<file path="src/rtl/ex_pkg.sv">
// ex_pkg: shared definitions for the MIPS execute stage.
//   ALU_OP_* : 2-bit alu_op codes from the decoder.
//   FUNCT_*  : 6-bit R-type function codes (imm[5:0]).
//   ex_state_t : multiplier sequencer states.
//   ex_ctrl_t / CTRL_BUBBLE : EX/MEM control bundle and its bubble value.
//   fwd_hit() : forwarding match rule for one producer stage.
package ex_pkg;

  localparam logic [1:0] ALU_OP_ADD   = 2'b00;
  localparam logic [1:0] ALU_OP_SUB   = 2'b01;
  localparam logic [1:0] ALU_OP_RTYPE = 2'b10;
  localparam logic [1:0] ALU_OP_OR    = 2'b11;

  localparam logic [5:0] FUNCT_ADD  = 6'h20;
  localparam logic [5:0] FUNCT_SUB  = 6'h22;
  localparam logic [5:0] FUNCT_AND  = 6'h24;
  localparam logic [5:0] FUNCT_OR   = 6'h25;
  localparam logic [5:0] FUNCT_SLT  = 6'h2A;
  localparam logic [5:0] FUNCT_MULT = 6'h18;

  typedef enum logic {
    IDLE,
    BUSY
  } ex_state_t;

  typedef struct packed {
    logic reg_w;
    logic mem_w;
    logic mem_r;
    logic mem_to_reg;
  } ex_ctrl_t;

  localparam ex_ctrl_t CTRL_BUBBLE = '0;

  // A later stage supplies the operand when it writes a non-$0 register
  // that matches the operand's source register.
  function automatic logic fwd_hit(input logic       reg_w,
                                   input logic [4:0] wr_addr,
                                   input logic [4:0] src_addr);
    return reg_w && (wr_addr != 5'd0) && (wr_addr == src_addr);
  endfunction

endpackage

</file>
<file path="src/rtl/mul_iter.sv">
// mul_iter: iterative shift-add multiplier, one partial product per cycle.
//   clk, rst      : falling-edge clock, synchronous active-high reset
//   start_i       : accepted only in IDLE; latches a_i/b_i and enters BUSY
//   a_i, b_i      : multiplicand / multiplier
//   busy_o        : sequencer is in BUSY
//   last_o        : final iteration (cnt == DATA_W-1); product_o is valid
//   product_o     : low DATA_W bits of a_i*b_i (identical for signed and
//                   unsigned operands, so no sign correction is needed)
module mul_iter
  import ex_pkg::*;
#(
  parameter int unsigned DATA_W = 32,
  parameter int unsigned CNT_W  = 5
) (
  input  logic              clk,
  input  logic              rst,
  input  logic              start_i,
  input  logic [DATA_W-1:0] a_i,
  input  logic [DATA_W-1:0] b_i,
  output logic              busy_o,
  output logic              last_o,
  output logic [DATA_W-1:0] product_o
);

  localparam logic [CNT_W-1:0] CNT_LAST = CNT_W'(DATA_W - 1);

  ex_state_t         state_q, state_d;
  logic [CNT_W-1:0]  cnt_q, cnt_d;
  logic [DATA_W-1:0] mcand_q, mcand_d;
  logic [DATA_W-1:0] mplier_q, mplier_d;
  logic [DATA_W-1:0] acc_q, acc_d;
  logic [DATA_W-1:0] sum;

  always_ff @(negedge clk) begin
    if (rst) begin
      state_q  <= IDLE;
      cnt_q    <= '0;
      mcand_q  <= '0;
      mplier_q <= '0;
      acc_q    <= '0;
    end else begin
      state_q  <= state_d;
      cnt_q    <= cnt_d;
      mcand_q  <= mcand_d;
      mplier_q <= mplier_d;
      acc_q    <= acc_d;
    end
  end

  // The last iteration's add is taken combinationally so the product is
  // ready in the same cycle the stall drops.
  assign sum = acc_q + (mplier_q[0] ? mcand_q : '0);

  always_comb begin
    state_d  = state_q;
    cnt_d    = cnt_q;
    mcand_d  = mcand_q;
    mplier_d = mplier_q;
    acc_d    = acc_q;
    unique case (state_q)
      IDLE: begin
        if (start_i) begin
          mcand_d  = a_i;
          mplier_d = b_i;
          acc_d    = '0;
          cnt_d    = '0;
          state_d  = BUSY;
        end
      end
      BUSY: begin
        acc_d    = sum;
        mcand_d  = mcand_q << 1;
        mplier_d = mplier_q >> 1;
        cnt_d    = cnt_q + CNT_W'(1);
        if (cnt_q == CNT_LAST) begin
          cnt_d   = '0;
          state_d = IDLE;
        end
      end
      default: state_d = IDLE;
    endcase
  end

  assign busy_o    = (state_q == BUSY);
  assign last_o    = (state_q == BUSY) && (cnt_q == CNT_LAST);
  assign product_o = sum;

endmodule

</file>
<file path="src/rtl/ex_stage.sv">
// ex_stage: execute stage of the 5-stage MIPS pipeline.
//   Resolves operand forwarding, runs the ALU or the iterative MULT and
//   drives the EX/MEM pipeline register. All state changes on the falling
//   clock edge; rst is synchronous and active-high on that edge.
//   Build option: FORWARD_EN defined enables EX/MEM and MEM/WB forwarding;
//   undefined, operands come straight from rs_data/rt_data.
// Ports:
//   rs_data/rt_data/imm, rs_addr/rt_addr/rd_addr, alu_op and the control
//   bits alu_src/reg_dst/reg_w/mem_w/mem_r/mem_to_reg : ID/EX register
//   mem_reg_w/mem_wr_addr/mem_fwd_data : EX/MEM forwarding source
//   wb_reg_w/wb_wr_addr/wb_fwd_data    : MEM/WB forwarding source
//   ex_stall : combinational hold request while a MULT is in flight
//   alu_result_out, store_data_out, zero_out, wr_addr_out, reg_w_out,
//   mem_w_out, mem_r_out, mem_to_reg_out : EX/MEM register outputs
module ex_stage
  import ex_pkg::*;
#(
  parameter int unsigned DATA_W = 32,
  parameter int unsigned CNT_W  = 5
) (
  input  logic              clk,
  input  logic              rst,
  input  logic [DATA_W-1:0] rs_data,
  input  logic [DATA_W-1:0] rt_data,
  input  logic [DATA_W-1:0] imm,
  input  logic [4:0]        rs_addr,
  input  logic [4:0]        rt_addr,
  input  logic [4:0]        rd_addr,
  input  logic [1:0]        alu_op,
  input  logic              alu_src,
  input  logic              reg_dst,
  input  logic              reg_w,
  input  logic              mem_w,
  input  logic              mem_r,
  input  logic              mem_to_reg,
  input  logic              mem_reg_w,
  input  logic [4:0]        mem_wr_addr,
  input  logic [DATA_W-1:0] mem_fwd_data,
  input  logic              wb_reg_w,
  input  logic [4:0]        wb_wr_addr,
  input  logic [DATA_W-1:0] wb_fwd_data,
  output logic              ex_stall,
  output logic [DATA_W-1:0] alu_result_out,
  output logic [DATA_W-1:0] store_data_out,
  output logic              zero_out,
  output logic [4:0]        wr_addr_out,
  output logic              reg_w_out,
  output logic              mem_w_out,
  output logic              mem_r_out,
  output logic              mem_to_reg_out
);

  logic [DATA_W-1:0] op_a, rt_fwd, op_b;
  logic [DATA_W-1:0] alu_res, ex_result;
  logic [5:0]        funct;
  logic              is_mult, mul_start, mul_busy, mul_last;
  logic [DATA_W-1:0] mul_product;

  logic [DATA_W-1:0] result_q, result_d;
  logic [DATA_W-1:0] store_q, store_d;
  logic              zero_q, zero_d;
  logic [4:0]        wr_addr_q, wr_addr_d;
  ex_ctrl_t          ctrl_q, ctrl_d;

`ifdef FORWARD_EN
  // EX/MEM is the younger producer, so it wins over MEM/WB.
  always_comb begin
    op_a = rs_data;
    if (fwd_hit(mem_reg_w, mem_wr_addr, rs_addr))      op_a = mem_fwd_data;
    else if (fwd_hit(wb_reg_w, wb_wr_addr, rs_addr))   op_a = wb_fwd_data;
    rt_fwd = rt_data;
    if (fwd_hit(mem_reg_w, mem_wr_addr, rt_addr))      rt_fwd = mem_fwd_data;
    else if (fwd_hit(wb_reg_w, wb_wr_addr, rt_addr))   rt_fwd = wb_fwd_data;
  end
`else
  assign op_a   = rs_data;
  assign rt_fwd = rt_data;
  logic unused_fwd;
  assign unused_fwd = ^{rs_addr, mem_reg_w, mem_wr_addr, mem_fwd_data,
                        wb_reg_w, wb_wr_addr, wb_fwd_data};
`endif

  assign op_b    = alu_src ? imm : rt_fwd;
  assign funct   = imm[5:0];
  assign is_mult = (alu_op == ALU_OP_RTYPE) && (funct == FUNCT_MULT);

  always_comb begin
    alu_res = '0;
    unique case (alu_op)
      ALU_OP_ADD: alu_res = op_a + op_b;
      ALU_OP_SUB: alu_res = op_a - op_b;
      ALU_OP_OR:  alu_res = op_a | op_b;
      ALU_OP_RTYPE: begin
        case (funct)
          FUNCT_ADD: alu_res = op_a + op_b;
          FUNCT_SUB: alu_res = op_a - op_b;
          FUNCT_AND: alu_res = op_a & op_b;
          FUNCT_OR:  alu_res = op_a | op_b;
          FUNCT_SLT: alu_res = {{(DATA_W-1){1'b0}}, $signed(op_a) < $signed(op_b)};
          default:   alu_res = '0;
        endcase
      end
      default: alu_res = '0;
    endcase
  end

  // The MULT instruction stays parked in ID/EX while busy, so a new start
  // is only taken from IDLE; the operands are latched on the issue edge.
  assign mul_start = is_mult && !mul_busy;

  mul_iter #(
    .DATA_W (DATA_W),
    .CNT_W  (CNT_W)
  ) u_mul (
    .clk       (clk),
    .rst       (rst),
    .start_i   (mul_start),
    .a_i       (op_a),
    .b_i       (op_b),
    .busy_o    (mul_busy),
    .last_o    (mul_last),
    .product_o (mul_product)
  );

  assign ex_stall  = mul_start || (mul_busy && !mul_last);
  assign ex_result = mul_busy ? mul_product : alu_res;

  always_comb begin
    result_d  = '0;
    store_d   = '0;
    zero_d    = 1'b0;
    wr_addr_d = '0;
    ctrl_d    = CTRL_BUBBLE;
    if (!ex_stall) begin
      result_d  = ex_result;
      store_d   = rt_fwd;
      zero_d    = (ex_result == '0);
      wr_addr_d = reg_dst ? rd_addr : rt_addr;
      ctrl_d    = '{reg_w: reg_w, mem_w: mem_w, mem_r: mem_r, mem_to_reg: mem_to_reg};
    end
  end

  always_ff @(negedge clk) begin
    if (rst) begin
      result_q  <= '0;
      store_q   <= '0;
      zero_q    <= 1'b0;
      wr_addr_q <= '0;
      ctrl_q    <= CTRL_BUBBLE;
    end else begin
      result_q  <= result_d;
      store_q   <= store_d;
      zero_q    <= zero_d;
      wr_addr_q <= wr_addr_d;
      ctrl_q    <= ctrl_d;
    end
  end

  assign alu_result_out = result_q;
  assign store_data_out = store_q;
  assign zero_out       = zero_q;
  assign wr_addr_out    = wr_addr_q;
  assign reg_w_out      = ctrl_q.reg_w;
  assign mem_w_out      = ctrl_q.mem_w;
  assign mem_r_out      = ctrl_q.mem_r;
  assign mem_to_reg_out = ctrl_q.mem_to_reg;

endmodule

</file>
<file path="config.mk">
export PLATFORM = sky130hd
export DESIGN_NAME = ex_stage
export DESIGN_NICKNAME = d
export VERILOG_FILES = /design/src/rtl/ex_pkg.sv /design/src/rtl/mul_iter.sv /design/src/rtl/ex_stage.sv
export SDC_FILE = /design/constraint.sdc
export NUM_CORES = 1
export LEC_CHECK = 0
export ABC_AREA = 1
export CORE_ASPECT_RATIO = 0.8
export CORE_MARGIN = 4
export CORE_UTILIZATION = 39
export DETAILED_ROUTE_END_ITERATION = 12
export PLACE_DENSITY = 0.72
export SYNTH_ARGS = -nofsm -noshare
export SYNTH_HDL_FRONTEND = slang
export SYNTH_HIERARCHICAL = 1
export SYNTH_SLANG_ARGS = --single-unit
</file>
<file path="constraint.sdc">
create_clock -name clk -period 4.6 [get_ports clk]
set_clock_uncertainty 0.15 [all_clocks]
set_input_delay 0.46 -clock clk [delete_from_list [all_inputs] [get_ports clk]]
set_output_delay 0.46 -clock clk [all_outputs]
set_load 0.005 [all_outputs]
</file>
== Word level (Yosys, flattened, before mapping) ==
Index checks and enable logic that the tools add are counted.
Word-level totals
  flip-flop bits (word level): 176
  output and inout bits: 75
  input bits: 197
  word-level logic and storage cells: 60
Operators by class
  magnitude comparators: 1
  bitwise logic cells: 3
  eq/ne operators: 11
  reductions and logical operators: 10
  $add $sub $neg: 4
  mux-type cells: 18
Operator list (count)
  $mux W32: 6
  $pmux W32 S2: 3
  $pmux W32 S5: 1
  $pmux W32 S4: 1
  $add A32 B32 Y32: 2
  $and A32 B32 Y32: 1
  $logic_not A32 Y1: 1
  $lt A32 B32 Y1: 1
  $or A32 B32 Y32: 1
  $sub A32 B32 Y32: 1
  $eq A6 B6 Y1 const B: 5
  $mux W5: 3
  $pmux W5 S2: 1
  $eq A6 B5 Y1 const B: 1
  $add A5 B1 Y5 const B: 1
  $eq A5 B5 Y1 const B: 1
  $eq A2 B2 Y1 const B: 2
  $logic_and A1 B1 Y1: 4
  $eq A2 B1 Y1 const B: 1
  $logic_not A1 Y1: 2
  $logic_not A2 Y1: 1
  $mux W1: 2
  $ne A2 B2 Y1 const B: 1
  $pmux W1 S2: 1
  3 further kinds: 3

== Depth between registers and ports, before layout ==
Gate-level depths: netlist of the first run.
  depth after elaboration: 6
  mapped depth: 30
  depth with buffers taken out: 28

== By module ==
The synthesis of the first run kept the hierarchy.
By module, submodules not included
  ex_stage: area an instance 10291.1 um^2, times used 1, cells each 1922
  mul_iter: area an instance 7110.6 um^2, times used 1, cells each 1157

==> results.json, run 1 <==
{
  "end_kind": "flip-flop",
  "synth.most_common_cell": "nand2_1",
  "p_switching_mw": 2.843,
  "drt_iter0_drc": 2711,
  "grt_use_total_pct": 31.35,
  "rsz0062_at_grt": "yes",
  "ir_drop_v": 0.0002805,
  "layout_setup_ws_ns": -0.9877,
  "ios": 272,
  "synth_area_per_cell_um2": 5.652,
  "arrival_ns": 3.56,
  "clkTransAtPathRegs_ns": 0.04,
  "syn_nets": 3410,
  "wl_per_cell_um": 18.22,
  "yosys_warnings": 6,
  "gp_congestion": 1.061,
  "synth_top_area_cell": "nand2_1",
  "combPwrFrac_pct": 43.2,
  "grt_use_met2_pct": 49.21,
  "crit_type": "primary input to flip-flop",
  "crit_fanout": 5,
  "cellPowerDensity_nw_per_um2": 233.5,
  "cts_buffer_depth": 2,
  "grt_most_used_layer": "met2",
  "antenna_found_initial": 3,
  "cts_hold_buf": 0,
  "ys_seq_area_share_pct": 20.25,
  "clkPwrFrac_pct": 33.0,
  "hpwl_mm": 58.17,
  "synth_ff_type": "dfxtp_1",
  "dr.pass1.iters": 10,
  "seq_power_share_pct": 23.9,
  "via_per_inst": 5.219,
  "num_vias": 23480,
  "numCtsBuffers": 17,
  "synth_edf_count": 0,
  "async_flop_share_pct": 0,
  "status": "complete, but fails checks",
  "fp.dieArea_um2": 48080,
  "required_ns": 2.57,
  "violations": "negative setup slack",
  "worstMarginPinSlew_ns": 1.142,
  "swShare_pct": 42.38,
  "start_kind": "primary input",
  "area_delta_synth_final_pct": 65.06,
  "ys_ff_latch": 176,
  "ys_types": 51,
  "use_met1_pct": 38.38,
  "dp.cells": 4216,
  "initial_core_util_pct": 39.87,
  "drive_gt1_share_pct": 34.70,
  "grt_use_met3_pct": 9.820,
  "drtAntennaViolNets": 0,
  "fin_cells": 4499,
  "cap_violations": 0,
  "rows": 68,
  "yosys.area.top_type_share_pct": 23.21,
  "root_buffer": "clkbuf_16",
  "clkLatencyLatePin_ns": 0.49,
  "grt_pass1_vias": 22660,
  "drc": 0,
  "die_h_um": 196.9,
  "synthTopCellsByArea": "nand2_1 23%, dfxtp_1 20%, inv_1 13%, ha_1 9.4%, nand3_1 6.0%",
  "die_w_um": 244.2,
  "gr-total-overflow": 0,
  "numClockSinks": 176,
  "port_buffers": 190,
  "leakage_nw": 15.61,
  "hp-class": "flip-flop to flip-flop",
  "synth_common_cells": "1,076 x nand2_1, 622 x inv_1, 244 x nor2_1, 210 x nand3_1, 176 x dfxtp_1",
  "grt_first_pass_wirelength_mm": 119.1,
  "drv_slew": 0,
  "setup_tns_ns": -15.26,
  "htree_levels": 4,
  "max-slew-margin-rel_pct": 23.86,
  "p_int_mw": 3.865,
  "cts_tree": "built",
  "hold_viol_final": 0,
  "wirelength_mm": 81.99,
  "coreArea_um2": 43650,
  "synth_cells": 3079,
  "syn-cell-area_um2": 17400,
  "grt_max_degree": 103,
  "fin_nets": 4220,
  "setup_viol": 33
}
-- per-stage QoR --
| stage | instance area, um2 | utilization (%) | setup WS, ns | total power, mW | hold WS [ns] |
|---|---|---|---|---|---|
| floorplan | 17550 | - | -0.7081 | 2.767 | 0.2901 |
| global placement | 23250 | 53.27 | -1.653 | 3.868 | 0.3021 |
| detailed placement | 23250 | 53.27 | -1.691 | 3.873 | 0.3086 |
| CTS | 27180 | 62.26 | -0.7694 | 6.333 | 0.3122 |
| global route | 28720 | 65.80 | -1.035 | 7.096 | 0.3389 |
| finish | 28720 | 65.81 | -0.9877 | 6.708 | 0.3107 |
-- power by group through the flow --
stage / combinational [mW] / clock, mW / sequential, mW
finish: 2.90 / 2.21 / 1.60
global route: 3.04 / 2.45 / 1.60
CTS: 2.48 / 2.26 / 1.60
detailed placement: 2.02 / 0.234 / 1.62
global placement: 2.01 / 0.234 / 1.62
floorplan: 0.901 / 0.234 / 1.63
-- kinds of logic (layout without fill, tap and decap cells) --
group,after synthesis,count (layout),share of synthesized area [%]
and+or+nand+nor,1637,1637,38.72
buffers and inverters,744,1567,17.01
AOI/OAI and AO/OA,353,353,12.28
DFF,176,176,20.25
adders and majority gates,134,134,9.764
xor gates and xnor gates,35,35,1.977
other,0,2,0
-- layer usage --
metal	wire length, um	part of all wire, %
met2	35290	43
met4	5390	6.6
met3	9956	12
met5	0	0
met1	31350	38
-- cell type report --
| type | count | area (um2) |
|---|---|---|
| multi-input cells | 2159 | 14180 |
| well taps | 595 | 744.5 |
| diodes | 2 | 5.005 |
| inverters | 627 | 2391 |
| clock buffers | 17 | 425.4 |
| clock inverters | 191 | 859.6 |
| flip-flops and latches | 176 | 3530 |
| fillers | 3618 | 14920 |
| repair buffers | 732 | 6586 |
-- state kept, by name, summed over array words and instances, names as in the netlist --
register and cells:
u_mul/acc_q 32, mem_to_reg_out 1, u_mul/mcand_q 32, u_mul/busy_o 1, mem_w_out 1, u_mul/cnt_q 5
alu_result_out 32, zero_out 1, wr_addr_out 5, store_data_out 32, u_mul/mplier_q 32, mem_r_out 1
reg_w_out 1
-- final timing paths --
kind,cells after the start,start,endpoint,slack [ns]
setup / recovery,26,alu_src,zero_out$_SDFF_NP0_,-0.99
setup reg to reg,20,u_mul/mplier_q[0]$_SDFFE_NP0P_,zero_out$_SDFF_NP0_,1.09
hold / removal,2,u_mul/mplier_q[31]$_SDFFE_NP0P_,u_mul/mplier_q[31]$_SDFFE_NP0P_,0.31
hold reg to reg,2,u_mul/mplier_q[31]$_SDFFE_NP0P_,u_mul/mplier_q[31]$_SDFFE_NP0P_,0.31
-- placed cells by master, fill, tap and decap left out, types with 42 or more instances in the layout --
cell,instances
nand2_1,842
nor2_4,47
inv_2,76
nand3_2,42
a31o_2,62
nand3_1,163
nor2_2,44
nand2_4,49
dlygate4sd2_1,45
buf_6,81
a21oi_1,76
buf_4,435
nand2_2,202
clkdlybuf4s50_1,133
ha_1,72
dfxtp_1,173
nor2_1,161
inv_1,715
-- critical path: stages --
cell     delay (ns)
buf_12         0.13
buf_12         0.15
buf_8          0.15
o21ai_4        0.23
buf_6          0.15
fa_2           0.22
nand2_2        0.08
nand2_2        0.09
nand2_2        0.08
buf_6          0.12
o21ai_4        0.15
nand2_2        0.09
nand2_2        0.12
buf_6          0.14
nand2_4        0.06
nand2_2        0.07
nand2_2        0.05
nand3_2        0.08
nand3_2        0.10
nor2_4         0.17
nor2_1         0.06
nor2_1         0.12
nand2_1        0.07
nor2_2         0.14
nand3_1        0.11
nor2_1         0.12
-- what timing repair did --
item,CTS,global route
cloned,2,1
endpoints found under the setup margin,139,34
pin swaps,216,210
resized for setup,651,364
setup buffers,50,37
Power figures use the tool's default switching activity.
==> run 2, diff against run 1 <==
Settings changed: ABC_AREA 1 to unset, PLACE_DENSITY 0.72 to 0.73.
==> run 2 against run 1 <==
Against the previous run: the run still ends with negative setup slack left; total power up 2.2%; sequential power about the same; non-clock buffer count rose by 214; flip-flop and latch count unchanged; die area fell by 11%; clock power about the same; wire length increased by 1.2%; largest cell class unchanged.
==> results.json, run 2 <==
{
  "ff2ff_path_depth": 21,
  "layout_common_cells": "648 x buf_4, 268 x nor2_1, 265 x inv_1, 173 x dfxtp_1, 157 x a21oi_1",
  "drt_iter0_drc": 2148,
  "die_w_um": 230.7,
  "numClockSinks": 176,
  "start_kind": "primary input",
  "hpwl_mm": 59.53,
  "root_buffer": "clkbuf_16",
  "ys_types": 108,
  "grt_max_degree": 93,
  "drive_gt1_share_pct": 38.63,
  "grt_pass1_vias": 20200,
  "cts_hold_buf": 0,
  "power_mw": 6.858,
  "drc": 0,
  "clkTransAtPathRegs_ns": 0.03,
  "setup_tns_ns": -33.90,
  "synth_top_area_cell": "dfxtp_1",
  "dp_slack_ns": -2.632,
  "grt_use_total_pct": 34.77,
  "cts_buffer_depth": 2,
  "synth_common_cells": "292 x nor2_1, 202 x a21oi_1, 176 x dfxtp_1, 131 x ha_1, 107 x mux2i_1",
  "violations": "negative setup slack",
  "die_h_um": 186.2,
  "port_buffers": 190,
  "fp.dieArea_um2": 42960,
  "cts_tree": "built",
  "initial_core_util_pct": 40.02,
  "yosys_warnings": 6,
  "fin_hold_ws_ns": 0.3293,
  "coreArea_um2": 38680,
  "worstMarginPinSlew_ns": 1.057,
  "htree_levels": 4,
  "use_met1_pct": 43.38,
  "antenna_cells": 0,
  "hold_depth": 2,
  "max-slew-margin-rel_pct": 29.50,
  "end_kind": "flip-flop",
  "setup_viol": 35,
  "ir_drop_v": 0.0002328,
  "numCtsBuffers": 17,
  "drv_slew": 0,
  "async_flop_share_pct": 0,
  "layout_commonest_cell": "buf_4",
  "hold_viol_final": 0,
  "synth_edf_count": 0,
  "cap_violations": 0,
  "dr.pass1.iters": 8,
  "gp_congestion": 1.058,
  "wirelength_mm": 82.97,
  "synth.most_common_cell": "nor2_1",
  "hp-class": "flip-flop to flip-flop",
  "syn-cell-area_um2": 15480,
  "required_ns": 2.54,
  "synth_cells": 2021,
  "finish.utilization_pct": 71.33,
  "crit_type": "primary input to flip-flop",
  "synthTopCellsByArea": "dfxtp_1 23%, ha_1 11%, nor2_1 7.1%, mux2i_1 6.9%, a21oi_1 6.5%",
  "grt_use_met2_pct": 55.62,
  "layout_setup_ws_ns": -1.800,
  "via_per_inst": 5.808,
  "ios": 272,
  "rows": 64,
  "status": "complete, but fails checks",
  "place_area_um2": 22700,
  "cellPowerDensity_nw_per_um2": 248.6,
  "num_vias": 20790,
  "grt_first_pass_wirelength_mm": 115.6,
  "area_delta_synth_final_pct": 78.25,
  "fin_nets": 3370,
  "rsz0062_at_grt": "yes",
  "fill_cells": 2889,
  "synth_area_per_cell_um2": 7.658,
  "yosys.area.top_type_share_pct": 22.76,
  "crit_fanout": 5,
  "clkLatencyLatePin_ns": 0.51,
  "final_area_um2": 27590,
  "drtAntennaViolNets": 0,
  "syn_nets": 2352,
  "synth_ff_type": "dfxtp_1",
  "arrival_ns": 4.34,
  "dp.cells": 3256,
  "grt_use_met3_pct": 9.394,
  "antenna_found_initial": 1,
  "ys_seq_area_share_pct": 22.76,
  "grt_most_used_layer": "met2",
  "fin_cells": 3580,
  "leakage_nw": 12.75,
  "gr-total-overflow": 0,
  "wl_per_cell_um": 23.18,
  "ys_ff_latch": 176
}
==> run 2: critical path: stages <==
cell	delay [ns]
buf_12	0.10
buf_12	0.13
buf_12	0.11
mux2i_4	0.28
buf_6	0.15
ha_4	0.21
nor2b_4	0.13
a2111o_4	0.51
buf_6	0.14
a21oi_4	0.21
o21a_1	0.24
o211ai_1	0.17
a2111oi_2	0.29
a31o_1	0.23
o2111ai_2	0.13
nor4_4	0.27
buf_4	0.15
nand4_1	0.13
nor4bb_1	0.28
==> run 2: logic make-up (layout without fill, tap and decap cells) <==
group / Yosys count / in the layout / share of synthesized area [%]
AND/OR/NAND/NOR: 681 / 683 / 21.67
AO/OA/AOI/OAI: 618 / 618 / 27.43
buffers and inverters: 230 / 1259 / 5.893
flip-flops: 176 / 176 / 22.76
adder cells (fa/ha/maj): 134 / 134 / 10.98
multiplexers: 110 / 110 / 7.138
XOR/XNOR: 72 / 72 / 4.123
==> run 2: final cells by class <==
cell class	count	area, um2	share of cell area, %
multi-input cells	1617	13520	49.00
inverters	105	406.6	1.474
clock inverters	191	845.8	3.066
repair buffers	946	8203	29.73
flip-flops and latches	176	3530	12.79
well taps	528	660.6	2.395
clock buffers	17	425.4	1.542
==> run 2: final timing paths <==
check                                      from                      endpoint  slack [ns]
setup reg to reg  u_mul/mcand_q[0]$_SDFFE_NP0P_           zero_out$_SDFF_NP0_       -0.74
hold reg to reg    u_mul/acc_q[27]$_SDFFE_NP0P_  u_mul/acc_q[27]$_SDFFE_NP0P_        0.33
setup / recovery                        alu_src           zero_out$_SDFF_NP0_       -1.80
hold / removal     u_mul/acc_q[27]$_SDFFE_NP0P_  u_mul/acc_q[27]$_SDFFE_NP0P_        0.33
==> run 2: routing by layer <==
layer | routed length, um | vias up
li1 | - | 9337
met1 | 32810 | 9890
met2 | 36590 | 1229
met3 | 8069 | 338
met4 | 5497 | 0
met5 | 0 | -
==> run 2: report_power, final <==
group,internal [mW],leakage (nW),switching [mW],total (mW)
sequential,1.59,1.44,0.0162,1.61
combinational,1.51,10.1,1.52,3.04
clock,0.985,1.24,1.23,2.21
total,4.09,12.7,2.77,6.86
==> run 2: repair_timing <==
action | in CTS | in global routing
pin swaps | 116 | 127
gates cloned | 2 | 5
gates resized for setup | 339 | 271
setup buffers | 61 | 67
endpoints found under the setup margin | 160 | 121
endpoints found under the hold margin | 0 | 0
